[src/rtl/gsram_pkg.sv]
// Shared definitions for the gSRAM tile sequencer.
//   GS_ROWS / GS_COLS : default array geometry (10x10)
//   GS_MODE_*         : command mode encoding sampled with start
//   gs_state_e        : sequencer state encoding
package gsram_pkg;

  localparam int unsigned GS_ROWS = 10;
  localparam int unsigned GS_COLS = 10;

  localparam logic [1:0] GS_MODE_LUT = 2'b00;
  localparam logic [1:0] GS_MODE_M2  = 2'b01;
  localparam logic [1:0] GS_MODE_RD  = 2'b10;
  localparam logic [1:0] GS_MODE_ILL = 2'b11;

  typedef enum logic [2:0] {
    StIdle,
    StWr,
    StRd,
    StDrain,
    StDone
  } gs_state_e;

endpackage

[src/rtl/gsram_ctrl_if.sv]
// Tile-side bus of the gSRAM sequencer: write-source handshake, tile address/control pins and
// the tagged read stream.
//   master : the sequencer (drives tile pins, src_ready and the read tags)
//   slave  : the tile / data source side
interface gsram_ctrl_if;

  logic       src_valid;
  logic       src_ready;
  logic       sram_we;
  logic [3:0] sram_row;
  logic [3:0] sram_col;
  logic       sram_inmuxsel;
  logic       rd_valid;
  logic [3:0] rd_row;
  logic [3:0] rd_col;

  modport master (
    input  src_valid,
    output src_ready,
    output sram_we,
    output sram_row,
    output sram_col,
    output sram_inmuxsel,
    output rd_valid,
    output rd_row,
    output rd_col
  );

  modport slave (
    output src_valid,
    input  src_ready,
    input  sram_we,
    input  sram_row,
    input  sram_col,
    input  sram_inmuxsel,
    input  rd_valid,
    input  rd_row,
    input  rd_col
  );

endinterface

[src/rtl/gsram_addr_gen.sv]
// Row-major row/column counter for the gSRAM tile.
//   clk, rst_n : clock, asynchronous active-low reset
//   clr        : synchronous clear to (0,0), takes priority over adv
//   adv        : step to the next element (col wraps into row+1)
//   row, col   : current registered address
//   last       : current address is (ROWS-1, COLS-1)
module gsram_addr_gen
  import gsram_pkg::*;
#(
  parameter int unsigned ROWS = GS_ROWS,
  parameter int unsigned COLS = GS_COLS
) (
  input  logic       clk,
  input  logic       rst_n,
  input  logic       clr,
  input  logic       adv,
  output logic [3:0] row,
  output logic [3:0] col,
  output logic       last
);

  localparam logic [3:0] RowMax = 4'(ROWS - 1);
  localparam logic [3:0] ColMax = 4'(COLS - 1);

  always_ff @(posedge clk or negedge rst_n) begin
    if (!rst_n) begin
      row <= 4'd0;
      col <= 4'd0;
    end else if (clr) begin
      row <= 4'd0;
      col <= 4'd0;
    end else if (adv) begin
      if (col == ColMax) begin
        col <= 4'd0;
        row <= (row == RowMax) ? 4'd0 : row + 4'd1;
      end else begin
        col <= col + 4'd1;
      end
    end
  end

  assign last = (row == RowMax) && (col == ColMax);

endmodule

[src/rtl/gsram_ctrl.sv]
// Sequencer for the gSRAM tile: one full row-major pass per command (LUT preload, M2 write-back
// or read-out scan).
//   clk, rst_n      : clock, asynchronous active-low reset
//   start, mode     : command strobe and mode (sampled only in idle)
//   abort           : ends the current pass, no done pulse
//   bus (master)    : source handshake, tile we/row/col/inmuxsel, tagged read stream
//   busy, done, err : status (done/err are one-cycle pulses)
//   stall_cnt       : only with GSRAM_CTRL_STATS_EN, write cycles waiting on src_valid
module gsram_ctrl
  import gsram_pkg::*;
#(
  parameter int unsigned ROWS = GS_ROWS,
  parameter int unsigned COLS = GS_COLS
) (
  input  logic              clk,
  input  logic              rst_n,
  input  logic              start,
  input  logic [1:0]        mode,
  input  logic              abort,
  gsram_ctrl_if.master      bus,
  output logic              busy,
  output logic              done,
  output logic              err
`ifdef GSRAM_CTRL_STATS_EN
  ,
  output logic [15:0]       stall_cnt
`endif
);

  gs_state_e  state;
  logic       inmuxsel_q;
  logic       rd_valid_q;
  logic [3:0] rd_row_q;
  logic [3:0] rd_col_q;
  logic       busy_q;
  logic       done_q;
  logic       err_q;

  logic [3:0] row;
  logic [3:0] col;
  logic       last;
  logic       accept;
  logic       in_wr;
  logic       in_rd;
  logic       hs;
  logic       adv;

  assign accept = (state == StIdle) && start && (mode != GS_MODE_ILL);
  assign in_wr  = (state == StWr);
  assign in_rd  = (state == StRd);
  // abort gates the tile strobe in the same cycle so nothing is written once it is seen
  assign hs     = in_wr && bus.src_valid && !abort;
  // Counter parks on the last element rather than wrapping back to (0,0)
  assign adv    = ((hs || (in_rd && !abort)) && !last);

  gsram_addr_gen #(
    .ROWS (ROWS),
    .COLS (COLS)
  ) u_addr_gen (
    .clk   (clk),
    .rst_n (rst_n),
    .clr   (accept),
    .adv   (adv),
    .row   (row),
    .col   (col),
    .last  (last)
  );

  always_ff @(posedge clk or negedge rst_n) begin
    if (!rst_n) begin
      state      <= StIdle;
      inmuxsel_q <= 1'b0;
      rd_valid_q <= 1'b0;
      rd_row_q   <= 4'd0;
      rd_col_q   <= 4'd0;
      busy_q     <= 1'b0;
      done_q     <= 1'b0;
      err_q      <= 1'b0;
    end else begin
      done_q     <= 1'b0;
      err_q      <= 1'b0;
      rd_valid_q <= 1'b0;
      unique case (state)
        StIdle: begin
          if (start) begin
            unique case (mode)
              GS_MODE_LUT: begin
                state      <= StWr;
                inmuxsel_q <= 1'b1;
                busy_q     <= 1'b1;
              end
              GS_MODE_M2: begin
                state      <= StWr;
                inmuxsel_q <= 1'b0;
                busy_q     <= 1'b1;
              end
              GS_MODE_RD: begin
                state  <= StRd;
                busy_q <= 1'b1;
              end
              default: err_q <= 1'b1;
            endcase
          end
        end
        StWr: begin
          if (abort) begin
            state  <= StIdle;
            busy_q <= 1'b0;
          end else if (hs && last) begin
            state  <= StDone;
            done_q <= 1'b1;
          end
        end
        StRd: begin
          if (abort) begin
            state  <= StIdle;
            busy_q <= 1'b0;
          end else begin
            // Tags trail the issued address by one cycle, matching the tile's registered read
            rd_valid_q <= 1'b1;
            rd_row_q   <= row;
            rd_col_q   <= col;
            if (last) begin
              state <= StDrain;
            end
          end
        end
        StDrain: begin
          if (abort) begin
            state  <= StIdle;
            busy_q <= 1'b0;
          end else begin
            state  <= StDone;
            done_q <= 1'b1;
          end
        end
        StDone: begin
          state  <= StIdle;
          busy_q <= 1'b0;
        end
        default: begin
          state  <= StIdle;
          busy_q <= 1'b0;
        end
      endcase
    end
  end

`ifdef GSRAM_CTRL_STATS_EN
  logic [15:0] stall_q;

  always_ff @(posedge clk or negedge rst_n) begin
    if (!rst_n) begin
      stall_q <= 16'd0;
    end else if (accept) begin
      stall_q <= 16'd0;
    end else if (in_wr && !abort && !bus.src_valid && (stall_q != 16'hFFFF)) begin
      stall_q <= stall_q + 16'd1;
    end
  end

  assign stall_cnt = stall_q;
`endif

  assign bus.src_ready     = in_wr && !abort;
  assign bus.sram_we       = hs;
  assign bus.sram_row      = row;
  assign bus.sram_col      = col;
  assign bus.sram_inmuxsel = inmuxsel_q;
  assign bus.rd_valid      = rd_valid_q;
  assign bus.rd_row        = rd_row_q;
  assign bus.rd_col        = rd_col_q;
  assign busy              = busy_q;
  assign done              = done_q;
  assign err               = err_q;

endmodule
[src/flat_wrapper.sv]
// flat-port wrapper written by rule: the top's interface ports become plain ports
module gsram_ctrl_flat import gsram_pkg::*;
#(
  parameter int unsigned ROWS = GS_ROWS,
  parameter int unsigned COLS = GS_COLS
)
  (clk, rst_n, start, mode, abort, busy, done, err, bus_src_valid, bus_src_ready, bus_sram_we, bus_sram_row, bus_sram_col, bus_sram_inmuxsel, bus_rd_valid, bus_rd_row, bus_rd_col);
  gsram_ctrl_if bus_i ();
  input  logic clk;
  input  logic rst_n;
  input  logic start;
  input  logic [1:0] mode;
  input  logic abort;
  output logic busy;
  output logic done;
  output logic err;
  input wire logic [$bits(bus_i.src_valid)-1:0] bus_src_valid;
  output wire logic [$bits(bus_i.src_ready)-1:0] bus_src_ready;
  output wire logic [$bits(bus_i.sram_we)-1:0] bus_sram_we;
  output wire logic [$bits(bus_i.sram_row)-1:0] bus_sram_row;
  output wire logic [$bits(bus_i.sram_col)-1:0] bus_sram_col;
  output wire logic [$bits(bus_i.sram_inmuxsel)-1:0] bus_sram_inmuxsel;
  output wire logic [$bits(bus_i.rd_valid)-1:0] bus_rd_valid;
  output wire logic [$bits(bus_i.rd_row)-1:0] bus_rd_row;
  output wire logic [$bits(bus_i.rd_col)-1:0] bus_rd_col;
  assign bus_i.src_valid = bus_src_valid;
  assign bus_src_ready = bus_i.src_ready;
  assign bus_sram_we = bus_i.sram_we;
  assign bus_sram_row = bus_i.sram_row;
  assign bus_sram_col = bus_i.sram_col;
  assign bus_sram_inmuxsel = bus_i.sram_inmuxsel;
  assign bus_rd_valid = bus_i.rd_valid;
  assign bus_rd_row = bus_i.rd_row;
  assign bus_rd_col = bus_i.rd_col;
  gsram_ctrl #(.ROWS(ROWS), .COLS(COLS)) u_core (.clk(clk), .rst_n(rst_n), .start(start), .mode(mode), .abort(abort), .bus(bus_i), .busy(busy), .done(done), .err(err));
endmodule
[config.mk]
export PLATFORM = sky130hd
export DESIGN_NAME = gsram_ctrl_flat
export DESIGN_NICKNAME = d
export VERILOG_FILES = /design/src/rtl/gsram_pkg.sv /design/src/rtl/gsram_ctrl_if.sv /design/src/rtl/gsram_addr_gen.sv /design/src/rtl/gsram_ctrl.sv /design/src/flat_wrapper.sv
export SDC_FILE = /design/constraint.sdc
export NUM_CORES = 1
export LEC_CHECK = 0
export CORE_MARGIN = 1.5
export CORE_UTILIZATION = 51
export DETAILED_ROUTE_END_ITERATION = 12
export GPL_TIMING_DRIVEN = 0
export PLACE_DENSITY = 0.92
export SLEW_MARGIN = 5
export SYNTH_ARGS = -nofsm -noshare
export SYNTH_HDL_FRONTEND = slang
export SYNTH_HIERARCHICAL = 1
export SYNTH_SLANG_ARGS = --single-unit
[constraint.sdc]
create_clock -name clk -period 3.7 [get_ports clk]
set_input_delay 0.555 -clock clk [delete_from_list [all_inputs] [get_ports clk]]
set_output_delay 0.555 -clock clk [all_outputs]
set_load 0.005 [all_outputs]
==> results_dict.tcl <==
set metrics [dict create \
    synth.net_count 126 \
    dpl.hpwl_mm 1.753 \
    synth.cell_area_um2 1140 \
    die_x_um 50.28 \
    path_clk_slew_ps 120 \
    worst_pin_slew_ps 1012 \
    detail-route-antenna-nets 0 \
    fin_worst_skew_ps 4.807 \
    clkPwrFrac_pct 18.6 \
    first_global_vias 878 \
    num_rows 16 \
    cp_cell_sequence "clkdlybuf4s50_1 > nor4b_1 > and2_1 > clkdlybuf4s50_1" \
    die_area_um2 2528 \
    setup_tns_ps 0 \
    syn_inst 117 \
    die_h_um 50.28 \
    async_flop_share_pct 100.0 \
    r2r-start "u_core/state[2]$_DFFE_PN0P_" \
    vias 995 \
    crit_path_start "abort" \
    worstPathMaxFanout 5 \
    worst_skew_pair.late_latency_ps 310 \
    post-route-util_pct 72.79 \
    post-route-min-period_ps 2859 \
    drtIter0Drc 55 \
    min-delay-start "u_core/bus.rd_row[3]$_DFFE_PN0P_" \
    arrival_ps 2300 \
    ir_drop_uv 321.8 \
    net-switching-power_uw 177.3 \
    place_area_um2 1464 \
    wl_per_cell_um 14.08 \
    synth-edff-count 0 \
    post-cts-setup-buffers 0 \
    numCtsBuffers 3 \
    wirelength_mm 2.478 \
    max_stage_delay_ps 580 \
    cts-hold-fix-buffers 0 \
    cts_tree "built" \
    n_antenna_cell 0 \
    yosysWarnings 6 \
    setup_ws_ps 841.3 \
    p_comb_share_pct 26.6 \
    finalMaxSlewViolations 0 \
    fmax_mhz 349.8 \
    slowest_stage "nor4b_1" \
    antenna_found_initial 0 \
    switching_share_pct 29.50 \
    cts-htree-levels 1 \
    gp_congestion 0.8362 \
    synth_cell_types 33 \
    synth-main-ff-cell "dfrtp_1" \
    required_ps 3140 \
    stdcell_area_um2 1486 \
    port_buffers 29 \
    critPathKind "in -> out" \
    grt_usage_pct 21.31 \
    cts_sinks 24 \
    place_ws_ps 852.7 \
    drcViolationCount 0 \
    status "complete, no violations" \
    seqPwrFrac_pct 54.7 \
    seq_area_frac_synth_pct 52.69 \
    max-cap-violations 0 \
    path_delay_family "buffers and inverters" \
    final_cell_mix "29 x clkdlybuf4s50_1, 29 x nand2_1, 24 x dfrtp_1" \
    hold_ws_ps 487.1 \
    fin_crit_sh_pct 77.26 \
    critPathCaptureType "primary output" \
    io_pins 30 \
    grt_max_degree 25 \
    final_hold_viol_count 0 \
    crit_buf_inv 2 \
    clock-root-buffer "clkbuf_4" \
    areaGrowthSynthToFinish_pct 30.41 \
    first_pass_iters 4 \
    gr-total-overflow 0 \
    core-area_um2 2042 \
    rsz0062_at_grt "no" \
    initial_utilization_pct 55.82 \
    synth-seq-cells 24 \
    crit_path_start_kind "input port" \
    clockBufferDepth 2 \
    grt_pass1_wl_mm 4.015 \
    hp-class "reg -> reg" \
    crit_path_frequent_cell "clkdlybuf4s50_1" \
    p_per_area_nw_per_um2 404.5 \
    syn_area_per_cell_um2 9.742 \
    vias_per_cell 5.653 \
    fin_nets 160 \
    drive_gt1_share_pct 6.040 \
    slew_headroom_pct 32.30 \
    p_leak_nw 0.6697 \
    cts_resized 0 \
    intPower_uw 423.9 \
    finalSetupViolCount 0 \
]
[synth_stat cells (2+ instances only)]
| library cell | instances | area share, % |
|---|---|---|
| buf_2 | 2 | 0.88 |
| ha_1 | 2 | 2.2 |
| nand2b_1 | 3 | 1.6 |
| nand2_1 | 29 | 9.5 |
| xor2_1 | 2 | 1.5 |
| a21oi_1 | 8 | 3.5 |
| or4b_1 | 2 | 1.8 |
| nand4b_1 | 2 | 1.5 |
| and4b_1 | 2 | 1.8 |
| nor2_1 | 8 | 2.6 |
| dfrtp_1 | 24 | 53 |
| o21ai_0 | 9 | 4.0 |
| nor4b_1 | 3 | 2.3 |
| inv_1 | 2 | 0.66 |
[logic make-up after synthesis]
kind of cell / synth area share [%]
AO/OA/AOI/OAI: 11.42
XOR/XNOR: 2.306
adder cells (fa/ha/maj): 2.195
buffers and inverters: 3.183
flip-flops: 52.69
multiplexers: 0.8782
AND/OR/NAND/NOR: 27.33
[final cells by class]
type	instances	area, µm²
buffer	4	25.02
clock buffer	3	22.52
fill	161	555.5
inverter	3	11.26
multi-input combinational	86	503.0
sequential	24	600.6
tap	27	33.78
timing repair buffer	29	290.3
[registers in the layout, summed over array words and instances, names as in the netlist]
name / count
u_core/bus.rd_col: 4
u_core/bus.rd_row: 4
u_core/u_addr_gen/col: 4
u_core/u_addr_gen/row: 4
u_core/state: 3
u_core/bus.rd_valid: 1
u_core/bus.sram_inmuxsel: 1
u_core/busy: 1
u_core/done: 1
u_core/err: 1
[tightest hold or removal path: cells and delay by family, from the launching register on]
kind | cells | cell delay, ps
flops | 1 | 360
simple gates | 2 | 100
[worst paths after layout]
path / end / slack, ps / depth (start not counted)
setup / recovery: bus_sram_we / 840 / 4
min in group asynchronous: u_core/u_addr_gen/col[0]$_DFFE_PN0P_ / 790 / 1
max in group asynchronous: u_core/state[0]$_DFFE_PN0P_ / 2310 / 1
setup reg to reg: u_core/u_addr_gen/col[1]$_DFFE_PN0P_ / 1500 / 8
hold / removal: u_core/bus.rd_row[3]$_DFFE_PN0P_ / 490 / 2
hold reg to reg: u_core/bus.rd_row[3]$_DFFE_PN0P_ / 490 / 2
[per-layer routing]
metal	vias to the layer above	global-route usage [%]	wire length (µm)
met2	45	34.43	1284
li1	466	-	-
met1	480	28.54	1052
met5	-	0	0
met3	4	2.083	108
met4	0	10.65	33
[stage by stage]
| stage | cells | power (mW) |
|---|---|---|
| 3_3_place_gp | 173 | 0.4839 |
| 5_1_grt | 176 | 0.6340 |
| 2_1_floorplan | 117 | 0.3989 |
| 3_5_place_dp | 173 | 0.4929 |
| 4_1_cts | 176 | 0.6056 |
| 6_report | 176 | 0.6012 |
[power by group through the flow]
stage                     clock, mW  combinational (mW)  sequential [mW]
after floorplan                   0              0.0698            0.329
after global placement            0               0.153            0.331
after detailed placement          0               0.159            0.334
after CTS                     0.116               0.161            0.329
after global routing          0.127               0.173            0.334
final                         0.112               0.160            0.329
(Power assumes the default switching activity.)
